$ cat config.mk
export PLATFORM = sky130hd
export DESIGN_NAME = mult_share_arbiter
export DESIGN_NICKNAME = d
export VERILOG_FILES = /design/src/rtl/mult_share_arbiter.sv
export SDC_FILE = /design/constraint.sdc
export NUM_CORES = 1
export LEC_CHECK = 0
export CORE_UTILIZATION = 36
export DETAILED_ROUTE_END_ITERATION = 10
export PLACE_DENSITY_LB_ADDON = 0.1
export SETUP_SLACK_MARGIN = 0.15
export SYNTH_ARGS = -nofsm -noshare
export SYNTH_HDL_FRONTEND = slang
export SYNTH_SLANG_ARGS = --single-unit
$ cat constraint.sdc
create_clock -name clk -period 3.4 [get_ports clk]
set_clock_uncertainty 0.15 [all_clocks]
set_input_delay 0.68 -clock clk [delete_from_list [all_inputs] [get_ports clk]]
set_output_delay 0.68 -clock clk [all_outputs]
set_load 0.03 [all_outputs]
$ cat src/rtl/mult_share_arbiter.sv
// Round-robin front end that shares one sequential 16x16 multiplier among NREQ
// requesters and returns each product (or a watchdog abort) on a valid/ready channel.
module mult_share_arbiter #(
  parameter  int NREQ    = 4,
  parameter  int TIMEOUT = 40,
  localparam int IW      = $clog2(NREQ)
) (
  input  logic                 clk,
  input  logic                 rst_n,
  input  logic [NREQ-1:0]      req_valid_i,
  input  logic [16*NREQ-1:0]   req_a_i,
  input  logic [16*NREQ-1:0]   req_b_i,
  output logic [NREQ-1:0]      req_ready_o,
  output logic                 rsp_valid_o,
  output logic [IW-1:0]        rsp_id_o,
  output logic [31:0]          rsp_result_o,
  output logic                 rsp_err_o,
  input  logic                 rsp_ready_i,
  output logic                 mul_start_o,
  output logic [15:0]          mul_a_o,
  output logic [15:0]          mul_b_o,
  input  logic                 mul_ready_i,
  input  logic [31:0]          mul_result_i
);

  localparam int WW = $clog2(TIMEOUT);
  localparam logic [IW:0]   NREQ_W  = (IW+1)'(NREQ);
  localparam logic [WW-1:0] WD_LAST = WW'(TIMEOUT - 1);

  typedef enum logic [1:0] {IDLE, ISSUE, WAIT, RESP} state_t;

  state_t          state_q;
  logic [IW-1:0]   rr_ptr_q, rr_ptr_d;
  logic [WW-1:0]   wdog_q;
  logic [15:0]     mul_a_q, mul_b_q;
  logic            mul_start_q;
  logic            rsp_valid_q, rsp_err_q;
  logic [IW-1:0]   rsp_id_q;
  logic [31:0]     rsp_result_q;

  logic [NREQ-1:0] gnt;
  logic [IW-1:0]   gnt_id;
  logic            found;
  logic [IW:0]     sum;
  logic [15:0]     a_sel, b_sel;

  // First pending requester at or after rr_ptr, wrapping around.
  always_comb begin
    gnt    = '0;
    gnt_id = '0;
    found  = 1'b0;
    sum    = '0;
    for (int k = 0; k < NREQ; k++) begin
      sum = {1'b0, rr_ptr_q} + (IW+1)'(k);
      if (sum >= NREQ_W) sum = sum - NREQ_W;
      if (!found && req_valid_i[sum[IW-1:0]]) begin
        found           = 1'b1;
        gnt[sum[IW-1:0]] = 1'b1;
        gnt_id          = sum[IW-1:0];
      end
    end
  end

  always_comb begin
    a_sel = '0;
    b_sel = '0;
    for (int k = 0; k < NREQ; k++) begin
      if (gnt[k]) begin
        a_sel = req_a_i[16*k +: 16];
        b_sel = req_b_i[16*k +: 16];
      end
    end
  end

  assign rr_ptr_d    = (gnt_id == IW'(NREQ - 1)) ? '0 : gnt_id + 1'b1;
  assign req_ready_o = (state_q == IDLE) ? gnt : '0;

  always_ff @(posedge clk or negedge rst_n) begin
    if (!rst_n) begin
      state_q      <= IDLE;
      rr_ptr_q     <= '0;
      wdog_q       <= '0;
      mul_a_q      <= '0;
      mul_b_q      <= '0;
      mul_start_q  <= 1'b0;
      rsp_valid_q  <= 1'b0;
      rsp_err_q    <= 1'b0;
      rsp_id_q     <= '0;
      rsp_result_q <= '0;
    end else begin
      mul_start_q <= 1'b0;
      case (state_q)
        IDLE: if (found) begin
          mul_a_q     <= a_sel;
          mul_b_q     <= b_sel;
          rsp_id_q    <= gnt_id;
          rr_ptr_q    <= rr_ptr_d;
          mul_start_q <= 1'b1;
          state_q     <= ISSUE;
        end
        // mul_ready is still stale from the previous op here, so it is not looked at.
        ISSUE: begin
          wdog_q  <= '0;
          state_q <= WAIT;
        end
        WAIT: begin
          if (mul_ready_i) begin
            rsp_result_q <= mul_result_i;
            rsp_err_q    <= 1'b0;
            rsp_valid_q  <= 1'b1;
            state_q      <= RESP;
          end else if (wdog_q == WD_LAST) begin
            rsp_result_q <= '0;
            rsp_err_q    <= 1'b1;
            rsp_valid_q  <= 1'b1;
            state_q      <= RESP;
          end else begin
            wdog_q <= wdog_q + 1'b1;
          end
        end
        RESP: if (rsp_ready_i) begin
          rsp_valid_q <= 1'b0;
          state_q     <= IDLE;
        end
        default: state_q <= IDLE;
      endcase
    end
  end

  assign rsp_valid_o  = rsp_valid_q;
  assign rsp_id_o     = rsp_id_q;
  assign rsp_result_o = rsp_result_q;
  assign rsp_err_o    = rsp_err_q;
  assign mul_start_o  = mul_start_q;
  assign mul_a_o      = mul_a_q;
  assign mul_b_o      = mul_b_q;

endmodule

# Word-level counts from Yosys, hierarchy flattened
# Index checks and enable logic that the tools add are counted.
[word_totals] register_bits=79 out_inout_bits=73 wordCells=122
[op_classes] addsub=9 n_lt_le_gt_ge=12 eq_ne=10 n_mux=59 n_bitwise=3 n_reduce_logical=19
[ops] cell="16-bit two-way mux" n=8
[ops] cell="32-bit two-way mux" n=2
[ops] cell="2-bit two-way mux" n=13
[ops] cell="4-bit two-way mux" n=5
[ops] cell="1-bit two-way mux" n=18
[ops] cell="2-bit by 3-bit < comparator with 1-bit output, second input constant" n=4
[ops] cell="6-bit two-way mux" n=2
[ops] cell="4-bit bitwise OR" n=3
[ops] cell="6-bit one-hot mux with 2 select lines" n=1
[ops] cell="3-bit greater-or-equal comparator, second input constant" n=3
[ops] cell="3-bit AND reduction" n=3
[ops] cell="1-bit binary-select mux with 2-bit select" n=4
[ops] cell="1-bit demux with 2-bit select" n=4
[ops] cell="2-bit by 1-bit greater-or-equal comparator with 1-bit output, second input constant" n=4
[ops] cell="2-bit != test, second input constant" n=4
[ops] cell="2-bit one-hot mux with 4 select lines" n=1
[ops] cell="2-bit by 1-bit subtractor with 2-bit output, second input constant" n=4
[ops] cell="1-bit logical AND" n=7
[ops] cell="2-bit by 2-bit adder with 3-bit output, second input constant" n=2
[ops] cell="6-bit by 1-bit adder with 6-bit output, second input constant" n=1
[ops] cell="2-bit equality test, second input constant" n=3
[ops] cell="6-bit equality test, second input constant" n=1
[ops] cell="2-bit nonzero test" n=3
[ops] cell="2-bit AND reduction" n=2
[ops] cell="other kinds (8)" n=10

# Logic depth before layout (Yosys ltp)
# Gate-level depths: netlist of run 1.
[depth] ltp_word=18 depth_mapped=11

# Worst setup path before layout of run 1
# Ideal clock, no wire load.
[synth_path] kind="register to output" from="register (tool-made name)" to="output req_ready_o[1]" t_arrival_ps=2849 t_required_ps=2570 path_slack_ps=-279 path_stages_with_launch=11 path_buffers=3 cell_sequence="dfrtp_1 -> buf_2 -> buf_2 -> inv_1 -> ha_1 -> mux4_2 -> or3b_2 -> a21oi_1 -> a21o_2 -> buf_4 -> and2_1"
[synth_lines] item="end, declared" line="13" text="output logic [NREQ-1:0] req_ready_o,"

# Worst setup path in the final report of run 1
[layout_path] from="input req_valid_i[3]" to="output req_ready_o[0]"
[layout_between] elab_chain_len=13 word_cells_on_any_way=25 classes_between="mux (16); bitwise (3); reduce/logical (6)"
[layout_lines] item="start, declared" line="10" text="input logic [NREQ-1:0] req_valid_i,"
[layout_lines] item="1-bit binary-select mux with 2-bit select" line="56" text="if (!found && req_valid_i[sum[IW-1:0]]) begin"
[layout_lines] item="1-bit two-way mux (implied by the code)" line="56"
[layout_lines] item="1-bit two-way mux" line="56"
[layout_lines] item="1-bit zero test" line="56"
[layout_lines] item="1-bit logical AND" line="56"
[layout_lines] item="1-bit two-way mux" line="56"
[layout_lines] item="1-bit zero test" line="56"
[layout_lines] item="1-bit logical AND" line="56"
[layout_lines] item="1-bit two-way mux" line="56"
[layout_lines] item="1-bit zero test" line="56"
[layout_lines] item="1-bit logical AND" line="56"
[layout_lines] item="4-bit two-way mux (*)" line="56"
[layout_lines] item="4-bit two-way mux (*)" line="76" text="assign req_ready_o = (state_q == IDLE) ? gnt : '0;"
# Every way passes the cells marked *; elsewhere a longest branch is shown, timed or not. The select of a mux whose other input is x is not followed.

==> flow_metrics.env, run 1 <==
export IMPL_worstSetupPathType="primary input to primary output"
export IMPL_setup_viol=0
export IMPL_fp_coreArea_sq_um=12100
export IMPL_synth_cell_type_count=52
export IMPL_ant_nets=0
export IMPL_clkPwrFrac_pct=14.6
export IMPL_stdcell_area_sq_um=7800
export IMPL_via_per_inst=5.47
export IMPL_fin_nets=912
export IMPL_crit_fanout=5
export IMPL_cp_common_cell="buf_4"
export IMPL_vias=4947
export IMPL_synth_seq_area_share_pct=44.0
export IMPL_worst_hold_path_type="flip-flop to flip-flop"
export IMPL_switching_share_pct=45.1
export IMPL_cpPeakStageDelay_ns=0.56
export IMPL_tightest_slew_ns=1.05
export IMPL_async_reset_ff_share_pct=100
export IMPL_dpl_cell_area_sq_um=7290
export IMPL_grt_pass1_vias=4880
export IMPL_h_tree_depth=3
export IMPL_syn_area_sq_um=4490
export IMPL_cp_required_ns=2.57
export IMPL_hpwlAfterDp_mm=11.5
export IMPL_insertion_delay_ns=0.33
export IMPL_postSynthAreaPerCell_sq_um=9.45
export IMPL_slowest_stage="mux4_2"
export IMPL_outcome="finished, final reports clean"
export IMPL_num_io_pins=241
export IMPL_drtPass1Iterations=4
export IMPL_final_cell_mix="clkdlybuf4s50_1 (231), dfrtp_1 (78), nand2_1 (47)"
export IMPL_cp_cell_sequence="clkdlybuf4s15_2 > mux4_2 > buf_4 > a221oi_2 > buf_4 > o2bb2ai_4 > and2_2 > buf_4"
export IMPL_rsz0062_at_grt="yes"
export IMPL_port_buffers=240
export IMPL_final_layout_size_suffix_gt1_share_pct=14.3
export IMPL_fmax_ghz=0.303
export IMPL_dieArea_sq_um=12900
export IMPL_p_int_uw=4300
export IMPL_grt_usage_pct=26.0
export IMPL_yosysTopAreaCellShare_pct=44.0
export IMPL_synthFlopType="dfrtp_1"
export IMPL_cp_arrival_ns=2.47
export IMPL_die_w_um=114
export IMPL_hold_violations=0
export IMPL_routedWlPerCell_um=18.9
export IMPL_diodes=0
export IMPL_synth_area_leaders="dfrtp_1 (44%), o221ai_1 (6.4%), a22o_1 (6.2%)"
export IMPL_whs_ns=0.333
export IMPL_power_frac_seq_pct=20.8
export IMPL_max_slew_margin_rel_pct=30.1
export IMPL_fin_crit_sh_pct=97.0
export IMPL_gp_congestion=0.879
export IMPL_power_per_cell_area_nw_per_um2=1000
export IMPL_routed_wl_mm=17.1
export IMPL_drtIter0Drc=234
export IMPL_die_h_um=114
export IMPL_start_util_pct=37.2
export IMPL_layout_commonest_cell="clkdlybuf4s50_1"
export IMPL_synth_seq_cells=79
export IMPL_synth_area_leader_cell="dfrtp_1"
export IMPL_syn_inst=475
export IMPL_synth_edff_count=0
export IMPL_drc=0
export IMPL_clock_sinks=79
export IMPL_std_cell_rows=40
export IMPL_fill_cells=997
export IMPL_irDropWorstVdd_mv=0.971
export IMPL_cts_tree="yes"
export IMPL_grt_max_degree=80
export IMPL_grt_pass1_wl_mm=26.0
export IMPL_gr_total_overflow=0
export IMPL_synth_fp_nets=656
export IMPL_critical_path_startpoint_type="primary input"
export IMPL_combPwrFrac_pct=64.6
export IMPL_end_kind="primary output"
export IMPL_yosysWarnings=0
export IMPL_drv_slew=0
export IMPL_cts_root_buf="clkbuf_16"
export IMPL_numCtsBuffers=9
export IMPL_power_leakage_uw=0.00315
export IMPL_antenna_found_initial=0
export IMPL_maxCapViolCount=0
export IMPL_area_growth_synth_to_final_pct=73.8
export IMPL_clkTransAtPathRegs_ns=0.06
export IMPL_switchingPower_uw=3540
export IMPL_min_period_ns=3.30
export IMPL_clock_path_buffers=2
-- worst max-delay path, delay by kind of cell --
kind / cells / cell delay (ns)
compound gates: 2 / 0.32
simple gates: 1 / 0.19
mux: 1 / 0.56
buf+inv: 4 / 0.72
-- synthesized netlist by cell type, types with 5 or more instances --
library cell	n
dfrtp_1	79
nand2_1	47
o21ai_0	42
nor2_1	38
nand3_1	33
o221ai_1	33
a22o_1	32
a31oi_1	32
clkbuf_1	26
ha_1	13
buf_2	9
a21oi_1	8
inv_1	7
nor2b_1	6
buf_6	5
-- power groups by stage --
stage / Sequential (uW) / Combinational, uW / Clock (uW)
2_1_floorplan: 2410 / 2160 / 0
3_3_place_gp: 1640 / 4750 / 0
3_5_place_dp: 1650 / 4820 / 0
4_1_cts: 1630 / 4950 / 1160
5_1_grt: 1680 / 5390 / 1210
6_report: 1630 / 5060 / 1140
-- path summary, 6_finish.rpt --
path,start,to,slack (ns),depth (start not counted)
max in group asynchronous,rst_n,rsp_result_o[6],2.04,1
setup reg to reg,flip-flop,mul_b_o[12],0.34,9
min in group asynchronous,rst_n,async pin,0.35,1
setup / recovery,req_valid_i[3],req_ready_o[0],0.10,8
hold reg to reg,rsp_id_o[1],rsp_id_o[1],0.33,2
hold / removal,rsp_id_o[1],rsp_id_o[1],0.33,2
-- kinds of logic after synthesis --
kind of cell | count (synthesis) | share of synthesized area [%]
AOI/OAI and AO/OA | 167 | 26.8
xor gates and xnor gates | 5 | 0.976
adders and majority gates | 13 | 3.62
buffers and inverters | 51 | 5.60
DFF | 79 | 44.0
muxes | 8 | 2.68
and+or+nand+nor | 152 | 16.3
-- layer usage --
metal  routed length [um]  part of all wire, %  GRT usage [%]
met1                 7310                   43           33.1
met2                 8350                   49           44.6
met3                 1120                  6.6           5.63
met4                  310                  1.8           7.02
met5                    0                    0              0
-- cell type report --
type	instances	area [sq um]	share of cell area (%)
Multi-Input combinational cell	346	2430	31.1
Clock inverter	6	115	1.48
Sequential cell	79	1980	25.4
Tap cell	168	210	2.69
Clock buffer	10	239	3.06
Timing Repair Buffer	287	2800	35.9
Inverter	8	32.5	0.417
-- state kept, by name (all words and copies together), names as in the netlist, named ones only --
register / count
mul_a_o: 16
mul_b_o: 16
mul_start_o: 1
rr_ptr_q: 1
rsp_err_o: 1
rsp_id_o: 2
rsp_result_o: 32
rsp_valid_o: 1
state_q: 2
wdog_q: 6
-- per-stage QoR --
| stage | setup slack (ns) | power, uW | setup TNS (ns) | std cells | utilization, % |
|---|---|---|---|---|---|
| after global routing | 0.0201 | 8280 | 0 | 904 | 64.7 |
| after detailed placement | -0.225 | 6470 | -6.18 | 878 | 60.4 |
| after CTS | 0.145 | 7730 | 0 | 899 | 63.9 |
| final | 0.101 | 7830 | 0 | 904 | 64.7 |
| after floorplan | 0.170 | 4570 | 0 | 475 | - |
| after global placement | -0.118 | 6390 | -3.82 | 878 | 60.4 |
-- timing repair --
action / CTS / global route
setup endpoints to repair: 10 / 4
resized for setup: 22 / 10
hold buffers: 0 / 0
gates cloned: 0 / 1
pin swaps: 4 / 6
buffers inserted: 5 / 4
Note: power is estimated with default switching activity, not from simulation.
==> run 2, diff against run 1 <==
--- a/config.mk
+++ b/config.mk
@@ -5,8 +5,10 @@
 export SDC_FILE = /design/constraint.sdc
 export NUM_CORES = 1
 export LEC_CHECK = 0
-export CORE_UTILIZATION = 36
+export CORE_UTILIZATION = 50
 export DETAILED_ROUTE_END_ITERATION = 10
+export DONT_BUFFER_PORTS = 1
+export GPL_ROUTABILITY_DRIVEN = 0
 export PLACE_DENSITY_LB_ADDON = 0.1
 export SETUP_SLACK_MARGIN = 0.15
 export SYNTH_ARGS = -nofsm -noshare
==> flow_metrics.env, run 2 (same netlist as run 1, synthesis figures left out) <==
export IMPL_outcome="finished, final reports clean"
export IMPL_maxCapViolCount=0
export IMPL_antenna_found_initial=0
export IMPL_routedWlPerCell_um=23.3
export IMPL_setup_viol=0
export IMPL_final_layout_size_suffix_gt1_share_pct=15.4
export IMPL_clock_path_buffers=2
export IMPL_power_leakage_uw=0.00206
export IMPL_critical_path_startpoint_type="flip-flop"
export IMPL_grt_pass1_wl_mm=21.9
export IMPL_insertion_delay_ns=0.34
export IMPL_stdcell_area_sq_um=4990
export IMPL_rsz0062_at_grt="yes"
export IMPL_cp_required_ns=2.57
export IMPL_start_util_pct=51.5
export IMPL_r2r_setup_slack_ns=0.50
export IMPL_num_io_pins=241
export IMPL_power_frac_seq_pct=40.2
export IMPL_die_h_um=96.7
export IMPL_tightest_slew_ns=0.718
export IMPL_slowest_stage="dfrtp_1"
export IMPL_diodes=0
export IMPL_hpwlAfterDp_mm=9.19
export IMPL_area_growth_synth_to_final_pct=11.2
export IMPL_switchingPower_uw=3260
export IMPL_cts_tree="yes"
export IMPL_cp_num_buf_inv=2
export IMPL_crit_fanout=6
export IMPL_cp_arrival_ns=2.42
export IMPL_numCtsBuffers=9
export IMPL_routed_wl_mm=13.7
export IMPL_layout_commonest_cell="dfrtp_1"
export IMPL_p_int_uw=2980
export IMPL_drtPass1Iterations=4
export IMPL_fin_crit_sh_pct=95.7
export IMPL_end_kind="primary output"
export IMPL_irDropWorstVdd_mv=1.42
export IMPL_switching_share_pct=52.2
export IMPL_fmax_ghz=0.307
export IMPL_dieArea_sq_um=9360
export IMPL_gr_total_overflow=0
export IMPL_min_period_ns=3.25
export IMPL_dpl_cell_count=558
export IMPL_worst_hold_path_type="primary input to async pin"
export IMPL_clkTransAtPathRegs_ns=0.09
export IMPL_vias=3989
export IMPL_cp_cell_sequence="inv_2 > ha_4 > mux4_2 > buf_6 > or3b_4 > a21oi_4 > a21o_2 > and2_4"
export IMPL_drc=0
export IMPL_cp_top_family="simple AND/OR/NAND/NOR gates"
export IMPL_total_power_uw=6250
export IMPL_via_per_inst=6.78
export IMPL_final_cell_mix="dfrtp_1 (79), nand2_1 (47), o21ai_0 (42)"
export IMPL_die_w_um=96.7
export IMPL_fp_coreArea_sq_um=8720
export IMPL_clock_sinks=79
export IMPL_hold_violations=0
export IMPL_clkPwrFrac_pct=11.1
export IMPL_port_buffers=0
export IMPL_cts_root_buf="clkbuf_8"
export IMPL_largest_register_ffs=32
export IMPL_power_per_cell_area_nw_per_um2=1250
export IMPL_grt_usage_pct=29.2
export IMPL_grt_max_degree=80
export IMPL_h_tree_depth=3
export IMPL_setup_tns_ns=0
export IMPL_worstSetupPathType="flip-flop to primary output"
export IMPL_fin_nets=656
export IMPL_max_slew_margin_rel_pct=52.1
export IMPL_drv_slew=0
export IMPL_std_cell_rows=34
export IMPL_drtIter0Drc=172
export IMPL_ant_nets=0
export IMPL_instances_no_fill=588
export IMPL_grt_pass1_vias=4067
export IMPL_dpl_cell_area_sq_um=4630
export IMPL_cpPeakStageDelay_ns=0.41
export IMPL_combPwrFrac_pct=48.6
[run 2: cell count changes in the layout (fill, tap and decap cells not counted), sizes merged, moves of 2 or more]
cell	previous run	this run
clkinv	1	5
buf	53	32
clkdlybuf4s15	3	0
clkdlybuf4s50	231	0
bufinv	3	1
[run 2: per-stage QoR]
stage / util [%] / worst slack, ns / hold slack, ns
floorplan: - / 0.170 / 0.234
global placement: 53.1 / 0.272 / 0.236
detailed placement: 53.1 / 0.270 / 0.236
CTS: 56.9 / 0.140 / 0.0771
global route: 57.2 / 0.0352 / 0.0748
finish: 57.2 / 0.147 / 0.0752
[run 2: path summary, 6_finish.rpt]
path / from / cells after the start / endpoint
setup reg to reg: flip-flop / 9 / mul_b_o[8]
hold reg to reg: wdog_q[0] / 1 / wdog_q[0]
hold / removal: rst_n / 1 / rsp_result_o[18]
min in group clk: req_b_i[28] / 2 / mul_b_o[12]
setup / recovery: flip-flop / 8 / req_ready_o[1]
max in group asynchronous: rst_n / 1 / mul_b_o[8]
[run 2: power by group through the flow]
| stage | sequential, uW | clock (uW) | combinational, uW |
|---|---|---|---|
| finish | 2510 | 694 | 3040 |
| global route | 2550 | 758 | 3340 |
| CTS | 2520 | 713 | 2960 |
| detailed placement | 2530 | 0 | 2770 |
| global placement | 2530 | 0 | 2710 |
| floorplan | 2410 | 0 | 2160 |
[run 2: metal layers]
| metal | global-route usage, % | wire length [um] | vias up |
|---|---|---|---|
| li1 | - | - | 1783 |
| met1 | 37.4 | 5600 | 1975 |
| met2 | 49.2 | 6900 | 218 |
| met3 | 7.66 | 1080 | 13 |
| met4 | 6.89 | 102 | 0 |
| met5 | 0 | 0 | - |
[run 2: final cells by class]
cell class	count	area, sq um
multi-input combinational	345	2340
clock inverter	6	70.1
inverter	8	30.0
tap	108	135
fill	770	3730
clock buffer	10	128
timing repair buffer	32	309
sequential	79	1980
[run 2: what timing repair did]
item,in CTS,in global routing
endpoints found under the setup margin,3,4
pin swaps,3,2
resized for setup,4,6
buffers inserted,11,2
endpoints found under the hold margin,79,0
hold buffers,1,0
[run 2: worst register-to-register path: stages (launching register included)]
cell     delay, ns
dfrtp_1       0.41
buf_6         0.21
mux4_2        0.58
or3b_1        0.21
a21oi_2       0.06
or2_1         0.25
buf_4         0.15
nor4_4        0.29
buf_4         0.31
a31oi_1       0.14
==> run 3, diff against run 2 <==
--- a/config.mk
+++ b/config.mk
@@ -11,6 +11,7 @@
 export GPL_ROUTABILITY_DRIVEN = 0
 export PLACE_DENSITY_LB_ADDON = 0.1
 export SETUP_SLACK_MARGIN = 0.15
+export SKIP_LAST_GASP = 1
 export SYNTH_ARGS = -nofsm -noshare
 export SYNTH_HDL_FRONTEND = slang
 export SYNTH_SLANG_ARGS = --single-unit
==> results of run 3 <==
No change in the layout: final DEF, timing and power equal those of run 2.
